## src/rtl/npl_mem_responder.sv

```systemverilog
// Memory responder for the non-pipelined RISC: accepts one fetch/LD/STR request at a time,
// waits a fixed number of cycles, then presents a held response until it is accepted.
module npl_mem_responder #(
    parameter int WIDTH       = 32,
    parameter int ADDRSIZE    = 12,
    parameter int MEMSIZE     = 18,
    parameter int WAIT_CYCLES = 2
) (
    input  logic                clk,
    input  logic                reset,
    input  logic                req_valid,
    output logic                req_ready,
    input  logic                req_we,
    input  logic [ADDRSIZE-1:0] req_addr,
    input  logic [WIDTH-1:0]    req_wdata,
    output logic                rsp_valid,
    input  logic                rsp_ready,
    output logic [WIDTH-1:0]    rsp_rdata,
    output logic                rsp_we,
    output logic                rsp_err
);

    localparam int IDXW = (MEMSIZE > 1) ? $clog2(MEMSIZE) : 1;
    localparam logic [ADDRSIZE:0] MEM_LIMIT = (ADDRSIZE + 1)'(MEMSIZE);
    localparam logic [3:0] WAIT_LOAD = 4'(WAIT_CYCLES - 1);

    typedef enum logic [1:0] {
        IDLE = 2'd0,
        WAIT = 2'd1,
        EXEC = 2'd2,
        RESP = 2'd3
    } state_t;

    state_t              state_reg, state_next;
    logic [3:0]          cnt_reg, cnt_next;
    logic [ADDRSIZE-1:0] addr_reg;
    logic                we_reg;
    logic [WIDTH-1:0]    wdata_reg;
    logic [WIDTH-1:0]    rdata_reg;
    logic                rsp_we_reg;
    logic                rsp_err_reg;
    logic [WIDTH-1:0]    mem [0:MEMSIZE-1];

    logic                accept;
    logic                in_range;
    logic                commit_write;
    logic [IDXW-1:0]     mem_idx;

    assign accept       = (state_reg == IDLE) && req_valid;
    // Full-width compare so that addresses past the array never alias onto low words.
    assign in_range     = ({1'b0, addr_reg} < MEM_LIMIT);
    assign mem_idx      = addr_reg[IDXW-1:0];
    assign commit_write = reset && (state_reg == EXEC) && we_reg && in_range;

    // State register plus response datapath.
    always_ff @(posedge clk) begin
        if (!reset) begin
            state_reg   <= IDLE;
            cnt_reg     <= '0;
            rdata_reg   <= '0;
            rsp_we_reg  <= 1'b0;
            rsp_err_reg <= 1'b0;
        end else begin
            state_reg <= state_next;
            cnt_reg   <= cnt_next;
            if (state_reg == EXEC) begin
                rsp_we_reg  <= we_reg;
                rsp_err_reg <= !in_range;
                if (!in_range) begin
                    rdata_reg <= '0;
                end else if (we_reg) begin
                    rdata_reg <= wdata_reg;
                end else begin
                    rdata_reg <= mem[mem_idx];
                end
            end
        end
    end

    // Request capture; later changes on req_* cannot reach the in-flight access.
    always_ff @(posedge clk) begin
        if (accept) begin
            addr_reg  <= req_addr;
            we_reg    <= req_we;
            wdata_reg <= req_wdata;
        end
    end

    // Memory array is deliberately left out of reset so contents survive it.
    always_ff @(posedge clk) begin
        if (commit_write) begin
            mem[mem_idx] <= wdata_reg;
        end
    end

    always_comb begin
        state_next = state_reg;
        cnt_next   = cnt_reg;
        case (state_reg)
            IDLE: begin
                if (req_valid) begin
                    if (WAIT_CYCLES > 0) begin
                        state_next = WAIT;
                        cnt_next   = WAIT_LOAD;
                    end else begin
                        state_next = EXEC;
                    end
                end
            end
            WAIT: begin
                if (cnt_reg == 4'd0) begin
                    state_next = EXEC;
                end else begin
                    cnt_next = cnt_reg - 4'd1;
                end
            end
            EXEC: state_next = RESP;
            RESP: begin
                if (rsp_ready) begin
                    state_next = IDLE;
                end
            end
            default: state_next = IDLE;
        endcase
    end

    always_comb begin
        req_ready = (state_reg == IDLE);
        rsp_valid = (state_reg == RESP);
        rsp_rdata = rdata_reg;
        rsp_we    = rsp_we_reg;
        rsp_err   = rsp_err_reg;
    end

endmodule

```

## config.mk

```make
export PLATFORM = sky130hd
export DESIGN_NAME = npl_mem_responder
export DESIGN_NICKNAME = d
export VERILOG_FILES = /design/src/rtl/npl_mem_responder.sv
export SDC_FILE = /design/constraint.sdc
export NUM_CORES = 1
export LEC_CHECK = 0
export BUFFER_PORTS_ARGS = -buffer_cell sky130_fd_sc_hd__buf_2
export CORE_MARGIN = 8
export CORE_UTILIZATION = 53
export CTS_CLUSTER_SIZE = 24
export DETAILED_ROUTE_END_ITERATION = 7
export GPL_TIMING_DRIVEN = 1
export PLACE_DENSITY = 0.8
export SLEW_MARGIN = 5
export SYNTH_ARGS = -nofsm -noshare
export SYNTH_HDL_FRONTEND = slang
export SYNTH_SLANG_ARGS = --single-unit
export TNS_END_PERCENT = 30
```

## constraint.sdc

```tcl
create_clock -name clk -period 6.7 [get_ports clk]
set_clock_uncertainty 0.05 [all_clocks]
set_input_delay 0.67 -clock clk [delete_from_list [all_inputs] [get_ports clk]]
set_output_delay 0.67 -clock clk [all_outputs]
set_load 0.005 [all_outputs]
```

After elaboration in Yosys (flattened, before gate mapping)
Memories as Yosys holds them, arrays and structs flattened. A register that Yosys moved wholly into a read port is not among the register bits.
Cells that the tools add are included.
{"block": "totals", "n_memories": 1, "output_inout_bits": 36, "elab_cells": 40, "inputBits": 49, "ramBits": 576, "regBits": 85}
{"block": "classes", "n_mux": 12, "eq_ne": 7, "reduce_logical": 10, "add_sub_neg": 1, "magnitude_cmp": 1}
{"name": "mem", "words": 18, "word_bits": 32, "read_ports": 1, "rd_clocked_by_memory_dff": 1, "wr": 1, "line": "42", "source": "logic [WIDTH-1:0] mem [0:MEMSIZE-1];"}
{"cell": "32-bit 2-to-1 mux", "n": 2}
{"cell": "12-bit by 5-bit < comparator with 1-bit output, second input constant", "n": 1}
{"cell": "4-bit 2-to-1 mux", "n": 2}
{"cell": "2-bit case mux with 4 select lines", "n": 1}
{"cell": "4-bit case mux with 2 select lines", "n": 1}
{"cell": "2-bit 2-to-1 mux", "n": 3}
{"cell": "2-bit inequality test, second input constant", "n": 3}
{"cell": "3-bit AND reduction", "n": 2}
{"cell": "5-bit 2-to-1 mux", "n": 1}
{"cell": "2-bit equality test, second input constant", "n": 2}
{"cell": "1-bit logical AND", "n": 4}
{"cell": "4-bit zero test", "n": 1}
{"cell": "4-bit by 1-bit subtractor with 4-bit output, second input constant", "n": 1}
{"cell": "2-bit by 1-bit equality test with 1-bit output, second input constant", "n": 1}
{"cell": "2-bit zero test", "n": 1}
{"cell": "1-bit 2-to-1 mux", "n": 2}
{"cell": "2-bit by 1-bit inequality test with 1-bit output, second input constant", "n": 1}
{"cell": "2-bit nonzero test", "n": 1}
{"cell": "1-bit zero test", "n": 1}

Longest topological paths before layout
Gate-level depths: netlist of the first run.
{"block": "logic_depth", "word_depth": 6, "mapped_depth": 8}

Worst setup path after synthesis of the first run
OpenSTA, ideal clock, no wires.
{"block": "synth_path", "kind": "flip-flop to flip-flop", "startpoint": "reg state_reg[0]", "endpoint": "mem mem[8][0] (enable)", "path_buffers": 0, "path_slack_ns": 2.297, "path_stages_with_launch": 7, "setup_time_ns": 0.461, "required_time_ns": 6.189, "arrival_ns": 3.892, "cell_sequence": "dfxtp_1 inv_1 ha_1 or4b_4 nor4_2 nand3b_1 nor3_1"}
{"block": "synth_between", "elab_chain_cells": 6}
{"element": "start: declaration", "line": "34", "source": "state_t state_reg, state_next;"}
{"element": "start signal: assignment", "line": "64", "source": "state_reg <= state_next;"}
{"element": "2-bit equality test", "line": "53", "source": "assign commit_write = reset && (state_reg == EXEC) && we_reg && in_range;"}
{"element": "1-bit logical AND (3 in series)", "line": "53"}
{"element": "1-bit 2-to-1 mux", "line": "91", "source": "if (commit_write) begin"}
{"element": "1-bit 2-to-1 mux (implied by the code)", "line": "92", "source": "mem[mem_idx] <= wdata_reg;"}
{"element": "end: declaration", "line": "42"}
No other way between the ends.

Worst setup path after layout of the first run
{"block": "layout_path", "startpoint": "reg state_reg[0]", "endpoint": "mem mem[13][8] (enable)"}
Same word-level chain as after synthesis.

==> impl_metrics.json, run 1 <==
{
  "tns_ns": 0,
  "reg2reg_from": "state_reg[0]$_SDFFE_PN0P_",
  "antenna_left": 0,
  "areaGrowthSynthToFinish_pct": 13.31,
  "vias": 12626,
  "dr_wl_met3_um": 4083,
  "startpoint": "state_reg[0]$_SDFFE_PN0P_",
  "clk_pin_slew_ns": 0.06,
  "cp-start-kind": "flip-flop",
  "grt_pass1_wl_um": 81810,
  "die_x_um": 234.8,
  "ios": 85,
  "cts-root-buf": "clkbuf_16",
  "netlist.area_leader.share_pct": 73.51,
  "utilization_pct": 60.58,
  "dr.pass1.iters": 7,
  "routabilityCongestion": 0.7501,
  "status": "finished, final reports clean",
  "multi_input_area_sq_um": 5518,
  "netlist_area_sq_um": 25370,
  "p_per_area_nw_per_um2": 358.9,
  "cts_inserted_buffers": 67,
  "p_leak_nw": 9.620,
  "dpl.hpwl_um": 28960,
  "hp-start": "req_wdata[20]",
  "fillers": 3227,
  "grt_pass1_vias": 13349,
  "cts_tree": "done",
  "yosysWarnings": 0,
  "yosysTopAreaCell": "edfxtp_1",
  "largest_reg_flops": 576,
  "critPathRequiredTime_ns": 6.85,
  "whs_ns": 0.1923,
  "final_hold_viol_count": 0,
  "ir_drop_v": 0.0001857,
  "maxCapViolCount": 0,
  "num-nets-final": 1433,
  "met2_length_um": 27500,
  "cts_setup_buffers": 0,
  "fin_crit_sh_pct": 55.29,
  "ys_seq_elements": 666,
  "synth_edf_count": 621,
  "n_antenna_cell": 0,
  "crit_arrival_ns": 3.85,
  "clock.fmax_mhz": 269.9,
  "synth_cell_types": 38,
  "clock_path_buffers": 3,
  "viasPerCell": 6.174,
  "first_iter_violations": 1331,
  "highest-signal-layer": "met4",
  "layout-drive-gt1-share_pct": 25.66,
  "clk_latency_ns": 0.60,
  "layout_min_cycle_time_ns": 3.705,
  "htreeDepth": 3,
  "total_power_mw": 10.32,
  "seq_area_frac_synth_pct": 77.06,
  "grt_overflow": 0,
  "synthCells": 1276,
  "rsz0062_at_grt": "false",
  "setup_viol": 0,
  "wl_met1_um": 20850,
  "grt_usage_pct": 19.51,
  "hold_path_class": "input port to flip-flop",
  "core-area_sq_um": 47450,
  "path_max_fanout": 32,
  "synthArstFlopShare_pct": 0,
  "synthFlopType": "edfxtp_1",
  "crit_type": "flip-flop to flip-flop",
  "initial_core_util_pct": 53.47,
  "syn_avg_cell_area_sq_um": 19.88,
  "regArea_sq_um": 19560,
  "antenna_found_initial": 0,
  "hold_buffers": 0,
  "slew_viol_final": 0,
  "worstMarginPinSlew_ns": 1.226,
  "synth_fp_nets": 1332,
  "wirelength_um": 54230,
  "route.detailed.drc": 0,
  "grt_max_degree": 88,
  "core.rowCount": 80,
  "clock_sinks": 666,
  "dieArea_sq_um": 55120,
  "portBuffers": 84,
  "cp-end-kind": "flip-flop",
  "synth_area_leaders": "edfxtp_1 (74%), mux4_2 (11%), dfxtp_1 (3.6%), a22o_1 (2.2%), mux2i_1 (1.4%)",
  "relSlewSlack_pct": 18.06,
  "wl_per_cell_um": 26.52,
  "die_y_um": 234.8,
  "cts_resized": 0
}
==> worst max-delay path: stages, from the launching register on <==
cell     delay (ns)
dfxtp_1        0.34
inv_1          0.12
ha_1           0.29
or4b_4         0.55
nor4_2         0.49
nand3_1        0.41
nor2_4         1.03
==> synth_stat cells (all sizes together) (2+ instances only) <==
cell type and number:
nand2 70, o21ai 35, mux4 128, edfxtp 621, nand3b 2, nor4 2
nor2 23, ha 7, nor2b 3, o31ai 2, buf 33, a21oi 34
nor3 5, inv 39, nand2b 3, a22oi 32, or4 3, a211oi 2
mux2 5, mux2i 35, and3 2, clkbuf 39, o211ai 32, a22o 64
dfxtp 45
==> layer usage <==
layer  vias up  track usage [%]
li1       5429                -
met1      6468            24.27
met2       592            33.36
met3       137            4.553
met4         0            6.995
met5         -                0
==> report_power, final <==
| part | switching, mW | total [mW] | internal [mW] |
|---|---|---|---|
| registers | 0.331 | 5.16 | 4.83 |
| logic | 0.793 | 1.49 | 0.698 |
| clock network | 1.57 | 3.67 | 2.09 |
| total | 2.70 | 10.3 | 7.62 |
==> final cells by class <==
type / count / area share [%]
timing repair buffer: 104 / 2.028
clock buffer: 88 / 6.608
tap: 615 / 2.677
sequential: 666 / 68.04
multi-input combinational: 498 / 19.20
clock inverter: 34 / 0.9315
inverter: 40 / 0.5224
==> placed cells by master (no fill, tap or decap), types with 3 or more instances in the layout <==
cell        synthesis  routed
ha_1                7       7
clkbuf_8            0       8
buf_2              23      84
clkbuf_16           0      70
clkbuf_1           39      10
dfxtp_1            45      43
inv_1              39      38
a22oi_1            32      32
nand2_1            70      70
nand2b_1            3       3
mux4_2            128     128
edfxtp_1          621     621
nor2_4              0      15
clkinv_1            1      12
clkinv_2            0       8
nor3_2              0       4
nor2_1             23       8
buf_4               0      19
mux2i_1            35      35
a22o_1             64      64
a21oi_1            34      34
inv_6               0       4
clkinvlp_4          0       5
o21ai_0            35      35
mux2_2              5       5
o211ai_1           32      32
==> logic make-up after synthesis <==
logic type / synth area share, %
flip-flops: 77.06
AO/OA/AOI/OAI: 5.653
multiplexers: 12.97
AND/OR/NAND/NOR: 2.200
buffers and inverters: 1.771
adder cells (fa/ha/maj): 0.3453
==> worst paths after layout <==
| path | slack, ns | to | cells past startpoint |
|---|---|---|---|
| worst max-delay path | 3.00 | mem[13][8]$_DFFE_PP_ | 6 |
| worst min-delay path | 0.19 | wdata_reg[20]$_DFFE_PP_ | 1 |
| worst max register to register | 3.00 | mem[13][8]$_DFFE_PP_ | 6 |
| worst min register to register | 0.43 | rsp_rdata[8]$_SDFFE_PN0N_ | 2 |
==> through the flow <==
| stage | instance area [sq um] | setup slack, ns | std cells |
|---|---|---|---|
| floorplan | 25370 | 2.297 | 1276 |
| global placement | 26580 | 3.203 | 1923 |
| detailed placement | 26580 | 3.010 | 1923 |
| CTS | 28740 | 2.985 | 2045 |
| global route | 28740 | 2.888 | 2045 |
| finish | 28740 | 2.996 | 2045 |
Note: power is estimated with default switching activity, not from simulation.
==> run 2: changes to the inputs <==
--- a/config.mk
+++ b/config.mk
@@ -5,13 +5,14 @@
 export SDC_FILE = /design/constraint.sdc
 export NUM_CORES = 1
 export LEC_CHECK = 0
+export ABC_AREA = 1
 export BUFFER_PORTS_ARGS = -buffer_cell sky130_fd_sc_hd__buf_2
 export CORE_MARGIN = 8
 export CORE_UTILIZATION = 53
 export CTS_CLUSTER_SIZE = 24
 export DETAILED_ROUTE_END_ITERATION = 7
 export GPL_TIMING_DRIVEN = 1
-export PLACE_DENSITY = 0.8
+export PLACE_DENSITY = 0.82
 export SLEW_MARGIN = 5
 export SYNTH_ARGS = -nofsm -noshare
 export SYNTH_HDL_FRONTEND = slang
==> constraint.sdc (replaced) <==
create_clock -name clk -period 3.11 [get_ports clk]
set_clock_uncertainty 0.05 [all_clocks]
set_input_delay 0.311 -clock clk [delete_from_list [all_inputs] [get_ports clk]]
set_output_delay 0.311 -clock clk [all_outputs]
set_load 0.005 [all_outputs]
==> impl_metrics.json, run 2 <==
{
  "status": "finished, final reports clean",
  "largest_reg_flops": 576,
  "dieArea_sq_um": 60440,
  "p_per_area_nw_per_um2": 759.5,
  "place_ws_ns": 0.1762,
  "yosysTopAreaCell": "edfxtp_1",
  "yosysWarnings": 0,
  "grt_max_degree": 144,
  "clk_pin_slew_ns": 0.06,
  "viasPerCell": 5.497,
  "grt_overflow": 0,
  "synth_edf_count": 621,
  "crit_path_end": "mem[6][17]$_DFFE_PP_",
  "synthCells": 2702,
  "areaGrowthSynthToFinish_pct": 14.27,
  "fin_ws_ns": 0.1311,
  "num-nets-final": 2872,
  "path_max_fanout": 27,
  "relSlewSlack_pct": 23.17,
  "layout_commonest_cell": "nand2_1",
  "clock_path_buffers": 3,
  "final_cell_mix": "nand2_1 (914), edfxtp_1 (621), inv_1 (405)",
  "netlist.area_leader.share_pct": 66.60,
  "wl_per_cell_um": 18.89,
  "core.rowCount": 84,
  "cts_inserted_buffers": 68,
  "synth_area_leaders": "edfxtp_1 (67%), nand2_1 (12%), nand3_1 (7.0%), inv_1 (5.5%), dfxtp_1 (3.2%)",
  "portBuffers": 84,
  "vias": 19542,
  "r2r_end": "mem[6][17]$_DFFE_PP_",
  "cts_resized": 0,
  "clock.fmax_mhz": 335.7,
  "first_iter_violations": 2057,
  "layout-drive-gt1-share_pct": 8.894,
  "initial_core_util_pct": 53.39,
  "critPathRequiredTime_ns": 3.33,
  "core-area_sq_um": 52450,
  "tns_ns": 0,
  "antenna_found_initial": 0,
  "grt_usage_pct": 22.12,
  "htreeDepth": 3,
  "die_y_um": 245.9,
  "seq_area_frac_synth_pct": 69.82,
  "synthFlopType": "edfxtp_1",
  "netlist_area_sq_um": 28000,
  "setup_viol": 0,
  "routabilityCongestion": 0.8263,
  "grt_pass1_vias": 19872,
  "crit_arrival_ns": 3.20,
  "worstMarginPinSlew_ns": 1.151,
  "die_x_um": 245.9,
  "fillers": 3815,
  "ir_drop_v": 0.0006819,
  "grt_pass1_wl_um": 105100,
  "wirelength_um": 67150,
  "slew_viol_final": 0,
  "crit_type": "flip-flop to flip-flop",
  "startpoint": "state_reg[0]$_SDFFE_PN0P_",
  "total_power_mw": 24.30,
  "ios": 85,
  "syn_avg_cell_area_sq_um": 10.36,
  "synth_most_common_cell": "nand2_1",
  "route.detailed.drc": 0,
  "cts-root-buf": "clkbuf_16",
  "cts_tree": "done",
  "layout_min_cycle_time_ns": 2.979,
  "final_hold_viol_count": 0,
  "ys_seq_elements": 666,
  "clk_latency_ns": 0.58,
  "reg2reg_slack_ns": 0.13,
  "synthArstFlopShare_pct": 0,
  "cp-start-kind": "flip-flop",
  "maxCapViolCount": 0,
  "rr_worst_depth": 7,
  "cp-end-kind": "flip-flop",
  "hold_path_class": "input port to flip-flop",
  "fin_crit_sh_pct": 95.78,
  "antenna_left": 0,
  "p_leak_nw": 13.38,
  "n_antenna_cell": 0,
  "dpl.hpwl_um": 37760,
  "reg2reg_from": "state_reg[0]$_SDFFE_PN0P_",
  "synth_common_cells": "nand2_1 (914), edfxtp_1 (621), inv_1 (407)",
  "clock_sinks": 666,
  "synth_cell_types": 23,
  "dr.pass1.iters": 7,
  "synth_fp_nets": 2758
}
## run 2: changes by cell type in the layout (fill, tap and decap cells not counted), sizes merged, moves of 46 or more
cell and delta:
nand2 +844, dlygate4sd3 +46, nand3 +388, mux4 -128
inv +372, a22o -64, nor2 +68
## run 2: through the flow
stage,instance area (sq um),utilization (%),hold WS (ns),cells
after floorplan,28000,-,0.3599,2702
after global placement,29430,56.12,0.3987,3386
after detailed placement,29430,56.12,0.4012,3386
after CTS,31980,60.98,0.06218,3553
after global routing,32000,61.01,0.08408,3555
final,32000,61.01,0.07744,3555
## run 2: cells by family after synthesis
family / count (synthesis) / synth area share, %
and+or+nand+nor: 1400 / 20.57
DFF: 666 / 69.82
buffers and inverters: 545 / 7.748
AOI/OAI and AO/OA: 84 / 1.551
adders and majority gates: 7 / 0.3128
## run 2: worst max-delay path, stage by stage (launching register included)
cell	delay (ns)
dfxtp_1	0.33
inv_1	0.14
ha_1	0.26
nand2_1	0.11
nor4_2	0.55
nand4_1	0.55
nor2_4	0.39
buf_12	0.26
## run 2: power breakdown
group	leakage (nW)	switching [mW]	total [mW]	internal, mW
clock network	1.02	3.31	7.70	4.38
logic	6.39	3.99	5.63	1.64
registers	5.97	0.598	11.0	10.4
total	13.4	7.90	24.3	16.4
## run 2: metal layers
metal | global-route usage (%) | vias up | wire (um)
met4 | 11.18 | 0 | 2790
met2 | 37.06 | 1132 | 32860
met1 | 27.39 | 9227 | 25150
met5 | 0 | - | 0
li1 | - | 8986 | -
met3 | 4.051 | 197 | 6354
## run 2: worst min-delay path by stage
| stage | startpoint | endpoint | slack, ns | cells after the start |
|---|---|---|---|---|
| global route | rsp_ready | state_reg[1]$_SDFFE_PN0P_ | 0.08 | 3 |
| floorplan | req_addr[0] | addr_reg[0]$_DFFE_PP_ | 0.36 | 0 |
| CTS | rsp_ready | state_reg[1]$_SDFFE_PN0P_ | 0.06 | 3 |
| global placement | cnt_reg[0]$_SDFFE_PN0P_ | cnt_reg[0]$_SDFFE_PN0P_ | 0.40 | 1 |
| finish | rsp_ready | state_reg[1]$_SDFFE_PN0P_ | 0.08 | 3 |
| detailed placement | cnt_reg[0]$_SDFFE_PN0P_ | cnt_reg[0]$_SDFFE_PN0P_ | 0.40 | 1 |
## run 2: what timing repair did
action                     in CTS  in global routing
setup endpoints to repair       0                 34
buffers inserted                0                  2
hold buffers                   46                  0
hold endpoints to repair       53                  0
## run 2: area by class of cell
class	instances	area, sq um	area share [%]
Clock inverter	26	181.4	0.5670
Tap cell	688	860.8	2.690
Sequential cell	666	19560	61.13
Clock buffer	95	1906	5.956
Timing Repair Buffer	179	1524	4.763
Inverter	410	1549	4.841
Multi-Input combinational cell	1491	6417	20.06
